===== src/rtl/icache_pkg.sv =====
// rtl/icache_pkg.sv - shared state encoding and derived widths for the instruction cache
package icache_pkg;

  typedef enum logic [1:0] {
    IDLE = 2'b00,
    MISS = 2'b01,
    FILL = 2'b10
  } icache_state_t;

  function automatic int tag_width(input int address_size, input int c_index_size,
                                   input int c_block_size);
    return address_size - c_index_size - c_block_size - 2;
  endfunction

  function automatic int block_width(input int c_block_size, input int c_line_size);
    return (2 ** c_block_size) * c_line_size;
  endfunction

  function automatic int mem_addr_width(input int address_size, input int c_block_size);
    return address_size - c_block_size - 2;
  endfunction

endpackage


===== src/rtl/icache_if.sv =====
// rtl/icache_if.sv - CPU fetch port and block-read memory port bundles
interface icache_cpu_if #(
  parameter int address_size = 32,
  parameter int c_line_size  = 32
);
  logic                    c_read_i;
  logic [address_size-1:0] c_addr_i;
  logic                    c_flush_i;
  logic [c_line_size-1:0]  c_instr_o;
  logic                    c_busywait_o;

  modport master (output c_read_i, c_addr_i, c_flush_i, input c_instr_o, c_busywait_o);
  modport slave  (input c_read_i, c_addr_i, c_flush_i, output c_instr_o, c_busywait_o);
endinterface

interface icache_mem_if #(
  parameter int mem_addr_size = 28,
  parameter int block_bits    = 128
);
  logic                     mem_read_o;
  logic [mem_addr_size-1:0] mem_addr_o;
  logic [block_bits-1:0]    mem_data_i;
  logic                     mem_busywait_i;
  logic                     mem_read_done_i;

  modport master (output mem_read_o, mem_addr_o,
                  input mem_data_i, mem_busywait_i, mem_read_done_i);
  modport slave  (input mem_read_o, mem_addr_o,
                  output mem_data_i, mem_busywait_i, mem_read_done_i);
endinterface


===== src/rtl/icache_line_store.sv =====
// rtl/icache_line_store.sv - valid/tag/data arrays with one write port and a combinational read port
module icache_line_store #(
  parameter int index_size = 3,
  parameter int tag_size   = 25,
  parameter int block_bits = 128
) (
  input  logic                  clk,
  input  logic                  rst_n,
  input  logic                  flush_all,
  input  logic                  wr_en,
  input  logic [index_size-1:0] wr_index,
  input  logic [tag_size-1:0]   wr_tag,
  input  logic [block_bits-1:0] wr_block,
  input  logic [index_size-1:0] rd_index,
  output logic                  rd_valid,
  output logic [tag_size-1:0]   rd_tag,
  output logic [block_bits-1:0] rd_block
);

  localparam int num_lines = 2 ** index_size;

  logic [num_lines-1:0]  valid;
  logic [tag_size-1:0]   tags  [num_lines];
  logic [block_bits-1:0] data  [num_lines];

  // Only the valid bits need reset; stale tag/data behind a clear valid bit is never observed.
  always_ff @(posedge clk or negedge rst_n) begin
    if (!rst_n) begin
      valid <= '0;
    end else if (flush_all) begin
      valid <= '0;
    end else if (wr_en) begin
      valid[wr_index] <= 1'b1;
    end
  end

  always_ff @(posedge clk) begin
    if (wr_en) begin
      tags[wr_index] <= wr_tag;
      data[wr_index] <= wr_block;
    end
  end

  assign rd_valid = valid[rd_index];
  assign rd_tag   = tags[rd_index];
  assign rd_block = data[rd_index];

endmodule


===== src/rtl/icache.sv =====
// rtl/icache.sv - direct-mapped instruction cache with zero-wait hits and whole-block refill
module icache
  import icache_pkg::*;
#(
  parameter int c_block_size = 2,
  parameter int c_line_size  = 32,
  parameter int address_size = 32,
  parameter int c_index_size = 3
) (
  input logic         c_clk_i,
  input logic         c_reset_n_i,
  icache_cpu_if.slave cpu,
  icache_mem_if.master mem
);

  localparam int tag_size      = tag_width(address_size, c_index_size, c_block_size);
  localparam int block_bits    = block_width(c_block_size, c_line_size);
  localparam int mem_addr_size = mem_addr_width(address_size, c_block_size);
  localparam int words         = 2 ** c_block_size;

  icache_state_t state;
  logic          flush_pending;
  logic [tag_size-1:0]      miss_tag;
  logic [c_index_size-1:0]  miss_index;
  logic                     mem_read_r;
  logic [mem_addr_size-1:0] mem_addr_r;

  logic [c_block_size-1:0] addr_offset;
  logic [c_index_size-1:0] addr_index;
  logic [tag_size-1:0]     addr_tag;

  logic                  rd_valid;
  logic [tag_size-1:0]   rd_tag;
  logic [block_bits-1:0] rd_block;
  logic [c_line_size-1:0] rd_words [words];

  logic hit;
  logic wr_en;
  logic flush_all;
  logic [2:0] unused_inputs;

  assign addr_offset = cpu.c_addr_i[c_block_size+1:2];
  assign addr_index  = cpu.c_addr_i[c_block_size+2 +: c_index_size];
  assign addr_tag    = cpu.c_addr_i[address_size-1 -: tag_size];

  assign unused_inputs = {mem.mem_busywait_i, cpu.c_addr_i[1:0]};

  for (genvar k = 0; k < words; k++) begin : g_word
    assign rd_words[k] = rd_block[k*c_line_size +: c_line_size];
  end

  assign hit = cpu.c_read_i && rd_valid && (rd_tag == addr_tag)
            && (state == IDLE) && !cpu.c_flush_i;

  assign cpu.c_instr_o    = hit ? rd_words[addr_offset] : '0;
  assign cpu.c_busywait_o = cpu.c_read_i && !hit;

  assign wr_en = (state == MISS) && mem.mem_read_done_i;

  // A flush seen during a refill is deferred so the in-flight block still lands, then is discarded.
  assign flush_all = ((state == IDLE) && cpu.c_flush_i)
                  || ((state == FILL) && (flush_pending || cpu.c_flush_i));

  icache_line_store #(
    .index_size (c_index_size),
    .tag_size   (tag_size),
    .block_bits (block_bits)
  ) u_line_store (
    .clk       (c_clk_i),
    .rst_n     (c_reset_n_i),
    .flush_all (flush_all),
    .wr_en     (wr_en),
    .wr_index  (miss_index),
    .wr_tag    (miss_tag),
    .wr_block  (mem.mem_data_i),
    .rd_index  (addr_index),
    .rd_valid  (rd_valid),
    .rd_tag    (rd_tag),
    .rd_block  (rd_block)
  );

  always_ff @(posedge c_clk_i or negedge c_reset_n_i) begin
    if (!c_reset_n_i) begin
      state         <= IDLE;
      flush_pending <= 1'b0;
      miss_tag      <= '0;
      miss_index    <= '0;
      mem_read_r    <= 1'b0;
      mem_addr_r    <= '0;
    end else begin
      case (state)
        IDLE: begin
          if (!cpu.c_flush_i && cpu.c_read_i && !hit) begin
            miss_tag   <= addr_tag;
            miss_index <= addr_index;
            mem_read_r <= 1'b1;
            mem_addr_r <= {addr_tag, addr_index};
            state      <= MISS;
          end
        end
        MISS: begin
          if (cpu.c_flush_i) begin
            flush_pending <= 1'b1;
          end
          if (mem.mem_read_done_i) begin
            mem_read_r <= 1'b0;
            mem_addr_r <= '0;
            state      <= FILL;
          end
        end
        FILL: begin
          flush_pending <= 1'b0;
          state         <= IDLE;
        end
        default: begin
          mem_read_r <= 1'b0;
          mem_addr_r <= '0;
          state      <= IDLE;
        end
      endcase
    end
  end

  assign mem.mem_read_o = mem_read_r;
  assign mem.mem_addr_o = mem_addr_r;

endmodule


===== src/flat_wrapper.sv =====
// flat-port wrapper written by rule: the top's interface ports become plain ports
module icache_flat import icache_pkg::*;
#(
  parameter int c_block_size = 2,
  parameter int c_line_size  = 32,
  parameter int address_size = 32,
  parameter int c_index_size = 3
)
  (c_clk_i, c_reset_n_i, cpu_c_read_i, cpu_c_addr_i, cpu_c_flush_i, cpu_c_instr_o, cpu_c_busywait_o, mem_mem_read_o, mem_mem_addr_o, mem_mem_data_i, mem_mem_busywait_i, mem_mem_read_done_i);
  icache_cpu_if #(.address_size(address_size), .c_line_size(c_line_size)) cpu_i ();
  icache_mem_if mem_i ();
  input logic c_clk_i;
  input logic c_reset_n_i;
  input wire logic [$bits(cpu_i.c_read_i)-1:0] cpu_c_read_i;
  input wire logic [$bits(cpu_i.c_addr_i)-1:0] cpu_c_addr_i;
  input wire logic [$bits(cpu_i.c_flush_i)-1:0] cpu_c_flush_i;
  output wire logic [$bits(cpu_i.c_instr_o)-1:0] cpu_c_instr_o;
  output wire logic [$bits(cpu_i.c_busywait_o)-1:0] cpu_c_busywait_o;
  output wire logic [$bits(mem_i.mem_read_o)-1:0] mem_mem_read_o;
  output wire logic [$bits(mem_i.mem_addr_o)-1:0] mem_mem_addr_o;
  input wire logic [$bits(mem_i.mem_data_i)-1:0] mem_mem_data_i;
  input wire logic [$bits(mem_i.mem_busywait_i)-1:0] mem_mem_busywait_i;
  input wire logic [$bits(mem_i.mem_read_done_i)-1:0] mem_mem_read_done_i;
  assign cpu_i.c_read_i = cpu_c_read_i;
  assign cpu_i.c_addr_i = cpu_c_addr_i;
  assign cpu_i.c_flush_i = cpu_c_flush_i;
  assign cpu_c_instr_o = cpu_i.c_instr_o;
  assign cpu_c_busywait_o = cpu_i.c_busywait_o;
  assign mem_mem_read_o = mem_i.mem_read_o;
  assign mem_mem_addr_o = mem_i.mem_addr_o;
  assign mem_i.mem_data_i = mem_mem_data_i;
  assign mem_i.mem_busywait_i = mem_mem_busywait_i;
  assign mem_i.mem_read_done_i = mem_mem_read_done_i;
  icache #(.c_block_size(c_block_size), .c_line_size(c_line_size), .address_size(address_size), .c_index_size(c_index_size)) u_core (.c_clk_i(c_clk_i), .c_reset_n_i(c_reset_n_i), .cpu(cpu_i), .mem(mem_i));
endmodule

===== config.mk =====
export PLATFORM = sky130hd
export DESIGN_NAME = icache_flat
export DESIGN_NICKNAME = d
export VERILOG_FILES = /design/src/rtl/icache_pkg.sv /design/src/rtl/icache_if.sv /design/src/rtl/icache_line_store.sv /design/src/rtl/icache.sv /design/src/flat_wrapper.sv
export SDC_FILE = /design/constraint.sdc
export NUM_CORES = 1
export LEC_CHECK = 0
export CAP_MARGIN = 10
export CELL_PAD_IN_SITES_DETAIL_PLACEMENT = 2
export CELL_PAD_IN_SITES_GLOBAL_PLACEMENT = 2
export CORE_MARGIN = 2
export CORE_UTILIZATION = 35
export DETAILED_ROUTE_END_ITERATION = 8
export GPL_TIMING_DRIVEN = 0
export MAX_ROUTING_LAYER = met4
export PLACE_DENSITY_LB_ADDON = 0.1
export SYNTH_ARGS = -nofsm -noshare
export SYNTH_HDL_FRONTEND = slang
export SYNTH_SLANG_ARGS = --single-unit

===== constraint.sdc =====
create_clock -name c_clk_i -period 15.4 [get_ports c_clk_i]
set_input_delay 3.08 -clock c_clk_i [delete_from_list [all_inputs] [get_ports c_clk_i]]
set_output_delay 3.08 -clock c_clk_i [all_outputs]
set_load 0.01 [all_outputs]

### Word-level counts from Yosys, hierarchy flattened

Memories as Yosys holds them, arrays and structs flattened.
Cells that the tools add are included.

* bits in registers: 68
* latch bits: 0
* RAM bits: 1224
* memory bits (read-only): 0
* bits of input ports: 166
* output and inout port bits: 62
* word-level logic and storage cells: 67
* memories: 2

* $add $sub $neg: 0
* $mul: 0
* div/mod/pow operators: 0
* magnitude comparators: 4
* equality and inequality tests: 6
* shifts and indexed selects: 0
* mux-type cells: 23
* bitwise operators: 3
* reduce and logical (&&, ||, !) cells: 22

Memories
* u_core.u_line_store.data: depth 8, bits a word 128, rd ports 1, clocked after memory_dff 0, wr ports 1, RTL line icache_line_store.sv:24 `logic [block_bits-1:0] data [num_lines];`
* u_core.u_line_store.tags: depth 8, bits a word 25, rd ports 1, clocked after memory_dff 0, wr ports 1, RTL line icache_line_store.sv:23 `logic [tag_size-1:0] tags [num_lines];`

Operator list (number)
* $mux 32: 3
* $pmux 28 s3: 1
* $bmux 32 s2: 1
* $mux 28: 2
* $eq 25x25->1: 1
* $mux 8: 2
* $logic_and 1x1->1: 11
* $lt 3x4->1 const B: 2
* $or 8x8->8: 1
* $mux 1: 7
* $ne 2x2->1 const B: 3
* $reduce_and 2->1: 3
* $mux 2: 2
* $pmux 2 s2: 1
* $reduce_bool 2->1: 2
* $bmux 1 s3: 1
* $demux 1 s3: 1
* $ge 3x1->1 const B: 1
* $ge 3x3->1 const B: 1
* $not 2->3: 1
* $pmux 1 s3: 1
* $reduce_and 3->1: 1
* $eq 2x1->1 const B: 1
* $eq 2x2->1 const B: 1
* other kinds (5): 7

### Depth between registers and ports, before layout

Gate-level depths: netlist of run 1.

* depth in word-level cells: 10
* depth in mapped cells: 12
* mapped depth without buffers: 7

### Hierarchy

Synthesis of run 1 repeated with hierarchy kept, for this count alone.

* cells, all modules: 2167
* area, all modules: 50091.8 um^2

By module, submodules not included
* icache_line_store: instances 1, cells each 1813, area each 46299.4 um^2, seq. area each 36955.4 um^2
* icache: instances 1, cells each 354, area each 3792.4 um^2, seq. area each 1501.4 um^2

### Least setup slack after synthesis of run 1

OpenSTA, ideal clock, no wires.

* kind: input-to-reg
* start point: input port mem_mem_read_done_i
* end point: memory u_core.u_line_store.data[1][0] (enable)
* library setup time: 856 ps
* arrival: 13743 ps
* data required time: 14544 ps
* path slack: 801 ps
* stages: 4
* buffers on the path: 0
* cells stage by stage: nand2_1 -> nor2_1 -> nand2_1 -> nor3_1

* longest elaborated chain between the ends: 3

Ends and longest elaborated chain
* from (decl): RTL line flat_wrapper.sv:23 `input wire logic [$bits(mem_i.mem_read_done_i)-1:0] mem_mem_read_done_i;`
* $logic_and 1x1->1: RTL line icache.sv:58 `assign wr_en = (state == MISS) && mem.mem_read_done_i;`
* $mux 1: RTL line icache_line_store.sv:38 `if (wr_en) begin`
* $mux 1 (not written as such): RTL line icache_line_store.sv:40 `data[wr_index] <= wr_block;`
* to (decl): RTL line icache_line_store.sv:24

No other way between the ends.

### Worst setup path in the final report of run 1

* start point: input port cpu_c_addr_i[5]
* end point: output port cpu_c_instr_o[14]

* longest elaborated chain between the ends: 7
* elaborated cells on any way between the ends: 13
* those cells by class: eq/ne (1); mux (6); reduce/logical (4); memory (2)

Ends and longest elaborated chain
* from (decl): RTL line flat_wrapper.sv:15 `input wire logic [$bits(cpu_i.c_addr_i)-1:0] cpu_c_addr_i;`
* parallel branches: the longest is 6 deep, another holds $mem_v2 8x25
* $mux 32 *: RTL line icache.sv:55 `assign cpu.c_instr_o = hit ? rd_words[addr_offset] : '0;`
* to (decl): RTL line flat_wrapper.sv:17 `output wire logic [$bits(cpu_i.c_instr_o)-1:0] cpu_c_instr_o;`

Every way passes the cells marked *. The select of a mux whose other input is x is not followed.

==> run_results.csv, run 1 <==
group,metric,value,unit
route,viasPerCell,5.17,
clock_network,cts_buffers,144,
floorplan,die_y,380,um
clock_network,cts_setup_buffers,0,
timing,fin_crit_sh,0.734,
power_and_ir_drop,intPower,6.07,mW
clock_network,cts_max_level,4,
place,dp_hpwl,97.9,mm
synth,async_flop_share,0.0526,
route,drtIter0Drc,1649,
timing,max_freq,88.5,MHz
timing,tns,0,ns
power_and_ir_drop,cellLeakagePower,19.2,nW
power_and_ir_drop,power,7.83,mW
power_and_ir_drop,power_frac_comb,0.074,
layout,area_growth,21.3,%
place,placed_area,0.0556,mm2
worst_setup_path,path_class,"input pin to output port",
timing,worst_pin_slew,1.21,ns
synth,netlist_area,0.0494,mm2
timing,finalHoldViolations,0,
clock_network,clkLatencyLatePin,0.77,ns
synth,synth-seq-cells,1292,
clock_network,cts.sinks,1292,
timing,worst_slack,4.10,ns
synth,yosysUniqueCellTypes,36,
timing,final_max_slew_viol_count,0,
route,postRouteAntennaNets,0,
worst_setup_path,path_cells,"buf_4, buf_6, buf_2, mux4_2, mux2i_1, xor2_1, nand4_1, nor4b_1, nand4_1, buf_2, nor2_1, clkdlybuf4s50_1",
place,io_buffers,219,
timing,rsz0062_at_grt,"no",
clock_network,holdBufCountCts,0,
layout,post-route-util,0.428,
synth,yosysSeqAreaShare,0.779,
place,gp_congestion,0.738,
synth,synth-main-ff-cell,"edfxtp_1",
route,drc,0,
place,pre_cts_ws,4.02,ns
floorplan,start_util,0.353,
worst_setup_path,max_stage_delay,0.99,ns
worst_setup_path,cp_slowest_cell,"nand4_1",
power_and_ir_drop,swShare,0.225,
power_and_ir_drop,net-switching-power,1.76,mW
worst_setup_path,arrival,8.22,ns
floorplan,die_area,0.144,mm2
power_and_ir_drop,p_seq_frac,0.521,
clock_network,cts-root-buf,"clkbuf_16",
layout,final_cell_mix,"edfxtp_1 (1224), mux4_2 (368), clkdlybuf4s50_1 (218), clkbuf_16 (148), clkbuf_1 (81)",
clock_network,tritoncts,"done",
global_route,grt_max_degree,65,
power_and_ir_drop,clkPwrFrac,0.405,
global_route,antenna_found_initial,39,
timing,finClkSkew,0.0274,ns
global_route,grt_pass1_wl,204,mm
route,vias,23697,
route,wl,143,mm
layout,layout.cells.most_common,"edfxtp_1",
clock_network,cts_resized,0,
worst_setup_path,worstSetupStartpointType,"input pin",
floorplan,rows,137,
layout,fin_area,0.0599,mm2
floorplan,dieWidth,380,um
status,status,"complete, no violations",
worst_setup_path,cp-end-kind,"output port",
clock_network,ctsLongestPathBuffers,3,
timing,post-route-min-period,11.30,ns
route,dr.pass1.iters,5,
synth,synth_warnings,0,
layout,drive_gt1_frac,0.268,
global_route,track_usage,0.206,
synth,synth.avg_cell_area,23.4,um2
min_path,hold_class,"flop to flop",
worst_setup_path,cp_max_fo,10,
layout,finish.net_count,2738,
global_route,grt_pass1_vias,26692,
floorplan,ioPinCount,228,
global_route,gr-total-overflow,0,
worst_setup_path,critPathRequiredTime,12.32,ns
timing,slew_headroom,0.190,
clock_network,path_clk_slew,0.06,ns
power_and_ir_drop,max-vdd-ir-drop,0.114,mV
synth,syn_nets,2276,
flow_run,max-cap-violations,0,
floorplan,core_area,0.140,mm2
timing,setup_viol,0,
synth,synth_edf_count,1224,
route,avgRoutedWirePerCell,31.2,um
power_and_ir_drop,p_per_area,131,mW/mm2
synth,syn_inst,2110,
==> synth_stat cells, drive strengths merged (3+ instances only) <==
library cell	n	area share
a21oi	3	0.00030
a31oi	3	0.00038
buf	78	0.0085
clkbuf	35	0.0027
dfrtp	68	0.034
edfxtp	1224	0.74
inv	28	0.0021
mux2i	62	0.013
mux4	368	0.17
nand2	67	0.0051
nand3	3	0.00030
nand3b	3	0.00046
nand4	3	0.00038
nor2	46	0.0035
nor2b	5	0.00063
nor4	3	0.00051
nor4b	4	0.00084
o2111ai	4	0.00071
o21a	9	0.0014
o22ai	56	0.0071
xnor2	6	0.0011
xor2	17	0.0030
==> critical path: cells and delay by family <==
family                 cells  cell delay [ns]
multiplexers               2             0.65
buffers and inverters      5             2.11
AND/OR/NAND/NOR            4             1.96
XOR/XNOR                   1             0.36
==> power by group through the flow <==
stage / combinational, mW / sequential, mW / clock [mW]
global placement: 0.542 / 4.20 / 0
floorplan: 0.278 / 4.15 / 0
CTS: 0.595 / 4.08 / 3.26
global route: 0.623 / 4.09 / 3.38
finish: 0.579 / 4.08 / 3.17
detailed placement: 0.593 / 4.15 / 0
==> routing by layer <==
layer	global-route usage	wire, um	vias to the layer above
met4	0.0563	3110	0
met3	0.0487	7770	177
li1	-	-	9940
met1	0.261	60800	13012
met2	0.332	71400	568
met5	-	0	-
==> area by class of cell <==
class	count	area, um2
clock buffers	194	3880
clock inverters	60	373
fillers	12751	80000
plain buffers	113	554
flip-flops and latches	1292	38500
inverters	28	105
diodes	28	70.1
well taps	1876	2350
multi-input cells	677	10300
repair buffers	316	3800
==> per-stage QoR <==
| stage | hold slack (ns) | cells |
|---|---|---|
| 6_report | 0.491 | 4584 |
| 5_1_grt | 0.516 | 4580 |
| 4_1_cts | 0.493 | 4555 |
| 3_5_place_dp | 0.477 | 4301 |
| 3_3_place_gp | 0.469 | 4205 |
| 2_1_floorplan | 0.459 | 2110 |
==> flip-flops by register name, indices dropped and copies added (netlist names) <==
register / flops
u_core.miss_tag: 25
u_core.mem.mem_addr_o: 28
u_core.u_line_store.valid: 8
u_core.u_line_store.tags: 200
u_core.miss_index: 3
u_core.u_line_store.data: 1024
u_core.flush_pending: 1
u_core.state: 2
u_core.mem.mem_read_o: 1
==> cells by family (layout without fill, tap and decap cells) <==
family / count (synthesis) / after routing / synth area share
simple gates: 143 / 143 / 0.0130
buf+inv: 141 / 711 / 0.0133
compound gates: 81 / 81 / 0.0107
xor+xnor: 23 / 23 / 0.00408
other cells: 0 / 28 / 0
mux: 430 / 430 / 0.180
flops: 1292 / 1292 / 0.779
==> final timing paths <==
check / from / to / depth (start not counted) / slack, ns
setup / recovery: cpu_c_addr_i[5] / cpu_c_instr_o[14] / 12 / 4.10
hold / removal: u_core.mem.mem_read_o / u_core.mem.mem_read_o / 1 / 0.49
setup reg to reg: u_core.state[0] / u_core.u_line_store.data[3][56] / 9 / 12.12
hold reg to reg: u_core.mem.mem_read_o / u_core.mem.mem_read_o / 1 / 0.49
max in group asynchronous: c_reset_n_i / u_core.u_line_store.valid[4] / 2 / 12.71
min in group asynchronous: c_reset_n_i / u_core.mem.mem_addr_o[5] / 1 / 2.13
Power figures use the tool's default switching activity.
==> run 2: changes to the inputs <==
clock period = 10.63 ns   (was 15.4 ns; I/O delays follow)
==> run 2 against run 1 <==
Compared with the run above:
- power rose by 49%
- clock-buffer cell count is 11 lower
- combinational power increased by 48%
- critical path depth decreased by 1
- routed wire length grew 0.81%
- critical endpoint is now cpu_c_instr_o[15]
- flip-flop and latch count is the same
- sequential share of layout area shrank 0.57 points
- clock power increased by 54%
- via count up 0.65%
- worst setup slack lost 2.3 ns
- largest cell class unchanged
==> run_results.csv, run 2 (synthesis results as in run 1) <==
group,metric,value,unit
timing,worst_pin_slew,1.15,ns
worst_setup_path,cp_top_family,"buffers and inverters",
floorplan,start_util,0.353,
clock_network,cts_resized,0,
clock_network,clkLatencyLatePin,0.78,ns
place,gp_congestion,0.730,
worst_setup_path,cp_max_fo,10,
layout,drive_gt1_frac,0.275,
clock_network,cts_setup_buffers,0,
floorplan,die_y,380,um
worst_setup_path,timing.critical_path.buf_inv,5,
timing,fin_crit_sh,0.831,
clock_network,cts-root-buf,"clkbuf_16",
clock_network,holdBufCountCts,0,
place,io_buffers,219,
layout,largest-register,"u_core.u_line_store.data",
route,drc,0,
timing,final_max_slew_viol_count,0,
power_and_ir_drop,max-vdd-ir-drop,0.155,mV
min_path,hold_class,"flop to flop",
worst_setup_path,path_cells,"buf_2, buf_2, buf_4, mux2i_1, xor2_1, nand4_1, nor4b_1, nand4_1, buf_2, nor2_1, clkdlybuf4s50_1",
flow_run,max-cap-violations,0,
timing,max_freq,113,MHz
floorplan,ioPinCount,228,
route,dr.pass1.iters,5,
timing,slew_headroom,0.234,
power_and_ir_drop,p_per_area,193,mW/mm2
global_route,gr-total-overflow,0,
timing,rsz0062_at_grt,"no",
worst_setup_path,cp_slowest_cell,"clkdlybuf4s50_1",
clock_network,ctsLongestPathBuffers,3,
timing,tns,0,ns
route,viasPerCell,5.22,
floorplan,dieWidth,380,um
timing,setup_viol,0,
global_route,grt_max_degree,38,
global_route,track_usage,0.208,
clock_network,path_clk_slew,0.06,ns
power_and_ir_drop,cellLeakagePower,19.4,nW
floorplan,rows,137,
route,vias,23852,
clock_network,cts_buffers,146,
worst_setup_path,worstSetupStartpointType,"input pin",
worst_setup_path,path_class,"input pin to output port",
worst_setup_path,critPathRequiredTime,8.50,ns
route,wl,144,mm
clock_network,cts_max_level,4,
layout,final_cell_mix,"edfxtp_1 (1224), mux4_2 (368), clkdlybuf4s50_1 (218), clkbuf_16 (150), dfrtp_1 (68)",
clock_network,cts.sinks,1292,
route,avgRoutedWirePerCell,31.5,um
layout,post-route-util,0.432,
worst_setup_path,arrival,6.71,ns
worst_setup_path,cp-end-kind,"output port",
floorplan,die_area,0.144,mm2
worst_setup_path,timing.critical_path.mode_cell,"buf_2",
layout,fin_area,0.0604,mm2
layout,layout.cells.most_common,"edfxtp_1",
route,postRouteAntennaNets,0,
route,drtIter0Drc,2089,
timing,finClkSkew,0.0248,ns
global_route,grt_pass1_wl,205,mm
clock_network,tritoncts,"done",
layout,largest_register_ffs,1024,
timing,post-route-min-period,8.83,ns
worst_setup_path,max_stage_delay,0.64,ns
global_route,antenna_found_initial,26,
status,status,"complete, no violations",
timing,finalHoldViolations,0,
place,placed_area,0.0558,mm2
layout,finish.net_count,2727,
place,dp_hpwl,98.4,mm
timing,whs,0.492,ns
global_route,grt_pass1_vias,26703,
floorplan,core_area,0.140,mm2
layout,area_growth,22.4,%
run 2: changes by cell type in the layout (fill, tap and decap cells not counted), sizes merged:
cell,delta
diode,-12
inv,+7
buf,-13
bufinv,+6
clkinvlp,+5
clkinv,+7
clkbuf,-11
run 2: where the power goes:
group / switching, mW / internal (mW)
Clock: 2.06 / 2.83
Sequential: 0.108 / 5.80
Combinational: 0.475 / 0.381
run 2: stage by stage:
step                      setup slack [ns]  instances  power [mW]
after global routing                  1.73       4570        12.0
after floorplan                       1.12       2110        6.41
after detailed placement              1.85       4288        6.88
final                                 1.80       4573        11.7
after CTS                             1.84       4556        11.8
after global placement               -8.43       4205        6.85
run 2: per-layer routing:
metal,vias up,part of all wire,global-route usage
li1,9906,-,-
met1,13183,0.44,0.274
met2,567,0.49,0.330
met3,196,0.049,0.0401
met4,0,0.022,0.0566
met5,-,0,-
run 2: worst paths after layout:
| check | cells after the start | end | start | slack (ns) |
|---|---|---|---|---|
| hold / removal | 1 | u_core.mem.mem_read_o | u_core.mem.mem_read_o | 0.49 |
| setup reg to reg | 8 | u_core.u_line_store.data[3][33] | u_core.state[0] | 7.44 |
| setup / recovery | 11 | cpu_c_instr_o[15] | cpu_c_addr_i[6] | 1.80 |
| min in group asynchronous | 1 | u_core.mem.mem_addr_o[4] | c_reset_n_i | 1.31 |
| hold reg to reg | 1 | u_core.mem.mem_read_o | u_core.mem.mem_read_o | 0.49 |
| max in group asynchronous | 2 | u_core.u_line_store.valid[4] | c_reset_n_i | 8.73 |
run 2: cell type report:
class,instances,area (um2)
antenna,16,40.0
buffer,113,554
clock buffer,183,3900
clock inverter,85,714
fill,12662,79400
inverter,28,105
multi-input combinational,677,10300
sequential,1292,38500
tap,1876,2350
timing repair buffer,303,3990
